==> config.mk <==
export PLATFORM = sky130hd
export DESIGN_NAME = scan_decoder
export DESIGN_NICKNAME = d
export VERILOG_FILES = /design/src/rtl/scan_decoder.sv
export SDC_FILE = /design/constraint.sdc
export NUM_CORES = 1
export LEC_CHECK = 0
export CAP_MARGIN = 20
export CORE_MARGIN = 1.5
export CORE_UTILIZATION = 40
export CTS_BUF_LIST = sky130_fd_sc_hd__clkbuf_8
export CTS_CLUSTER_DIAMETER = 40
export CTS_CLUSTER_SIZE = 30
export DETAILED_ROUTE_END_ITERATION = 8
export PLACE_DENSITY = 0.69
export SYNTH_ARGS = -nofsm -noshare
export SYNTH_HDL_FRONTEND = slang
export SYNTH_SLANG_ARGS = --single-unit
==> constraint.sdc <==
create_clock -name clk -period 2.24 [get_ports clk]
set_clock_uncertainty 0.2 [all_clocks]
set_input_delay 0.336 -clock clk [delete_from_list [all_inputs] [get_ports clk]]
set_output_delay 0.336 -clock clk [all_outputs]
set_load 0.005 [all_outputs]
==> src/rtl/scan_decoder.sv <==
// scan_decoder: registered binary-to-one-hot decoder with manual load and prescaled auto-scan
module scan_decoder #(
  parameter int SEL_W = 4,
  parameter int DIV = 4
) (
  input  logic clk,
  input  logic rst,
  input  logic en,
  input  logic mode,
  input  logic load,
  input  logic [SEL_W-1:0] a,
  output logic [2**SEL_W-1:0] y,
  output logic [SEL_W-1:0] idx,
  output logic wrap
);
  localparam int N = 2**SEL_W;
  localparam int PW = DIV > 1 ? $clog2(DIV) : 1;
  localparam logic [PW-1:0] PMAX = PW'(DIV - 1);
  logic [PW-1:0] pcnt, pcnt_next;
  logic [SEL_W-1:0] idx_next;
  logic mode_q, step, restart;
  // A mode change or a load restarts the prescaler and suppresses the step that cycle
  always_comb begin
    restart = load || !mode || (mode != mode_q);
    step = en && !restart && (pcnt == PMAX);
    idx_next = !en ? idx : load ? a : step ? idx + 1'b1 : idx;
    pcnt_next = !en ? pcnt : (restart || pcnt == PMAX) ? '0 : pcnt + 1'b1;
  end
  always_ff @(posedge clk) begin
    if (rst) begin
      idx <= '0;
      pcnt <= '0;
      y <= '0;
      wrap <= 1'b0;
      mode_q <= 1'b0;
    end else begin
      idx <= idx_next;
      pcnt <= pcnt_next;
      y <= en ? N'(1) << idx_next : '0;
      wrap <= step && (idx == '1);
      if (en) mode_q <= mode;
    end
  end
endmodule
Word-level counts from Yosys, hierarchy flattened
Cells that the tools add are included.

Flip-flop bits (word level): 24. Bits of input ports: 9. Output and inout bits: 21. Logic and storage cells: 25.

Add/sub/neg operators: 2. Eq/ne operators: 3. Shifts and indexed selects: 1. Mux-type cells: 4. Bitwise operators: 1. Reduce and logical (&&, ||, !) cells: 9.

Operators by type and width (count): $shl 1x4->16 const A (1); $mux 4 (3); $add 4x1->4 const B (1); $eq 4x4->1 const B (1); $logic_and 1x1->1 (3); $logic_or 1x1->1 (3); $add 2x1->2 const B (1); $eq 2x2->1 const B (1); $logic_not 1->1 (2); $mux 2 (1); $reduce_or 2->1 (1); $ne 1x1->1 (1); $not 1->1 (1).

Depth between registers and ports, before layout
Word-level depth: 10. Gate-level depth with buffers: 6. Gate-level depth less buffers: 5.

Least setup slack after synthesis
OpenSTA, ideal clock, no wires.

Kind: register to register. Start point: reg pcnt[0]. End point: reg y[12]. Setup time: 0.088 ns. Arrival time: 1.754 ns. Required time: 1.952 ns. Slack: 0.198 ns. Stages on the path, launching flop included: 7. Path buffers: 1. Clock period less this slack: 2.042 ns. Cell sequence: dfxtp_1 -> ha_1 -> and4_4 -> and3_4 -> or4_4 -> buf_6 -> nor4b_2.

Word-level cells in the longest chain between the ends: 6.

RTL lines: from (decl) (RTL line 19) `logic [PW-1:0] pcnt, pcnt_next;`; from (signal assigned) (RTL line 38) `pcnt <= pcnt_next;`; $eq 2x2->1 (RTL line 25) `step = en && !restart && (pcnt == PMAX);`; $logic_and 1x1->1 (RTL line 25); $mux 4 (3 in series) (RTL line 26) `idx_next = !en ? idx : load ? a : step ? idx + 1'b1 : idx;`; $shl 1x4->16 (RTL line 39) `y <= en ? N'(1) << idx_next : '0;`; to (signal assigned) (RTL line 39); to (decl) (RTL line 12) `output logic [2**SEL_W-1:0] y,`.

Every way passes these cells. A chain may end at the register's enable or synchronous reset.

Worst setup path in the final report
Start point: in mode. End point: reg y[1].

Word-level cells in the longest chain between the ends: 10. Elaborated cells between the ends (all ways): 11. Those cells by class: 1 x eq/ne; 1 x shift; 3 x mux; 6 x reduce/logical.

RTL lines: from (decl) (RTL line 9) `input logic mode,`; $logic_not 1->1 (RTL line 24) `restart = load || !mode || (mode != mode_q);`; $logic_or 1x1->1 (RTL line 24); $logic_or 1x1->1 * (RTL line 24); $logic_not 1->1 * (RTL line 25); $logic_and 1x1->1 * (2 in series) (RTL line 25); $mux 4 * (3 in series) (RTL line 26); $shl 1x4->16 * (RTL line 39).

Every way passes the cells marked *; elsewhere a longest branch is shown, timed or not.

==> flow_metrics.env <==
export IMPL_area_delta_synth_final_pct=49.1
export IMPL_cts_root_buf="clkbuf_8"
export IMPL_syn_instance_count=97
export IMPL_yosysMostFrequentCell="dfxtp_1"
export IMPL_placed_cells=167
export IMPL_clk_latency_ns=0.26
export IMPL_ys_seq_area_share_pct=46.9
export IMPL_slowest_delay_ns=0.53
export IMPL_ys_types=35
export IMPL_io_pins=30
export IMPL_num_vias=883
export IMPL_layout_drive_gt1_share_pct=25.5
export IMPL_cts_setup_buffers=0
export IMPL_cts_resized=0
export IMPL_avgSynthCellArea_um2=10.6
export IMPL_setup_worst_path_start_class="primary input"
export IMPL_status="completed"
export IMPL_ys_flop_type="dfxtp_1"
export IMPL_tightest_slew_ns=0.595
export IMPL_grt_ovfl_total=0
export IMPL_ys_warn_count=0
export IMPL_die_w_um=53.6
export IMPL_finalCriticalPeriod_ns=2.12
export IMPL_ir_worst_vdd_mv=0.402
export IMPL_crit_fanout=8
export IMPL_clock_fmax_mhz=473
export IMPL_slowest_stage="or3_1"
export IMPL_setup_viol=0
export IMPL_critPathArrivalTime_ns=2.08
export IMPL_synth_nets=108
export IMPL_drt_iter0_markers=17
export IMPL_clock_path_buffers=2
export IMPL_cts_tree="done"
export IMPL_slew_headroom_pct=60.3
export IMPL_yosysTopAreaCell="dfxtp_1"
export IMPL_clock_sinks=24
export IMPL_ant_nets=0
export IMPL_fin_cells=171
export IMPL_initial_core_util_pct=41.7
export IMPL_final_core_util_pct=62.2
export IMPL_grt_pass1_wl_um=3310
export IMPL_via_per_inst=5.16
export IMPL_ys_top_cells_by_count="dfxtp_1 (24), nor4_1 (9), nor2_1 (6), buf_2 (5)"
export IMPL_grt_total_usage_pct=15.6
export IMPL_critical_path_class="primary input to flop"
export IMPL_fp_coreArea_mm2=0.00245
export IMPL_place_congestion=0.768
export IMPL_dr_pass1_iters=4
export IMPL_synth_edf_count=0
export IMPL_port_buffers=29
export IMPL_final_cell_area_mm2=0.00153
export IMPL_avgRoutedWirePerCell_um=12.2
export IMPL_fin_crit_sh_pct=94.4
export IMPL_nets=153
export IMPL_crit_path_end_kind="flop"
export IMPL_crit_chain="clkdlybuf4s50_1 > and4b_4 > and3_1 > or3_1 > nor4_1"
export IMPL_ys_seq_elements=24
export IMPL_n_fill_cell=218
export IMPL_hold_viol_final=0
export IMPL_power_density_mw_per_mm2=621
export IMPL_rows=18
export IMPL_cts_max_level=1
export IMPL_drc_errors=0
export IMPL_dieArea_mm2=0.00287
export IMPL_cap_violations=0
export IMPL_clk_pin_slew_ns=0.08
export IMPL_cp_required_ns=2.20
export IMPL_netlist_area_leader_share_pct=46.9
export IMPL_slew_viol_final=0
export IMPL_antenna_found_initial=0
export IMPL_dpl_cell_area_mm2=0.00146
export IMPL_rsz0062_at_grt="no"
export IMPL_cellLeakagePower_uw=0.000578
export IMPL_multiInputGateArea_um2=492
export IMPL_fp_dieH_um=53.6
export IMPL_cts_hold_buf=0
export IMPL_synth_area_leaders="dfxtp_1 (47%), nor4b_2 (5.9%), nor4_1 (5.5%), nor4_2 (3.7%), mux2i_1 (2.9%)"
export IMPL_syn_area_mm2=0.00102
export IMPL_async_reset_ff_share_pct=0
export IMPL_drt_wl_total_um=2080
export IMPL_grt_max_degree=15
export IMPL_grt_pass1_vias=772
export IMPL_dp_hpwl_um=1680
export IMPL_diodes=0
export IMPL_area_sequential_um2=480
export IMPL_cts_buffers=3
export IMPL_hp_class="flop to flop"
## cells in the final DEF, fill, tap and decap left out, types with 3 or more instances in the layout
| cell | count |
|---|---|
| clkdlybuf4s50_1 | 29 |
| dfxtp_1 | 24 |
| buf_4 | 16 |
| nor4_1 | 9 |
| nor2_1 | 6 |
| inv_1 | 4 |
| nand3_1 | 4 |
| nor4b_2 | 4 |
| and3_1 | 3 |
| mux2i_1 | 3 |
| nor3_1 | 3 |
| nand2_1 | 3 |
| nor4_2 | 3 |
| clkbuf_8 | 3 |
## worst paths after layout
check,start,to,slack (ns),cells after the start
worst min register to register,idx[3],wrap,0.34,2
worst max register to register,pcnt[0],y[7],0.13,6
worst max-delay path,mode,y[1],0.12,5
worst min-delay path,idx[3],wrap,0.34,2
## worst max-delay path: cells and delay by family
kind          cells  cell delay, ns
simple gates      4            1.28
buf+inv           1            0.47
## state kept, by name, summed over array words and instances (netlist names)
name and cells:
y 16, mode_q 1, pcnt 2, idx 4, wrap 1
## power by group
part	internal (uW)	total [uW]	switching, uW
registers	436	444	7.66
logic	72.8	138	65.3
clock network	238	366	128
## through the flow
| stage | power (uW) | hold slack, ns | setup WS [ns] | setup TNS (ns) |
|---|---|---|---|---|
| after floorplan | 520 | 0.208 | 0.198 | 0 |
| after global placement | 589 | 0.298 | -0.117 | -0.979 |
| after detailed placement | 592 | 0.321 | -0.125 | -1.26 |
| after CTS | 959 | 0.333 | 0.131 | 0 |
| after global routing | 990 | 0.384 | 0.00468 | 0 |
| final | 948 | 0.345 | 0.125 | 0 |
## cell type report
type,instances,area share (%)
inverter,4,0.984
clock buffer,3,2.70
timing repair buffer,46,28.2
sequential,24,31.5
clock inverter,1,1.97
multi-input combinational,63,32.2
tap,30,2.46
## cell families after synthesis
kind of cell             after synthesis  synth area share (%)
AND/OR/NAND/NOR                       48                  34.6
flip-flops                            24                  46.9
buffers and inverters                 10                  5.01
AO/OA/AOI/OAI                          9                  6.97
multiplexers                           4                  4.03
adder cells (fa/ha/maj)                2                  2.44
## layer usage
layer / wire length (um) / vias up / global-route usage, % / share of wire [%]
met2: 1030 / 21 / 28.2 / 50
met4: 10 / 0 / 5.13 / 0.48
met5: 0 / - / 0 / 0
li1: - / 457 / - / -
met3: 65 / 2 / 1.67 / 3.1
met1: 971 / 403 / 19.1 / 47
Note: power is estimated with default switching activity, not from simulation.
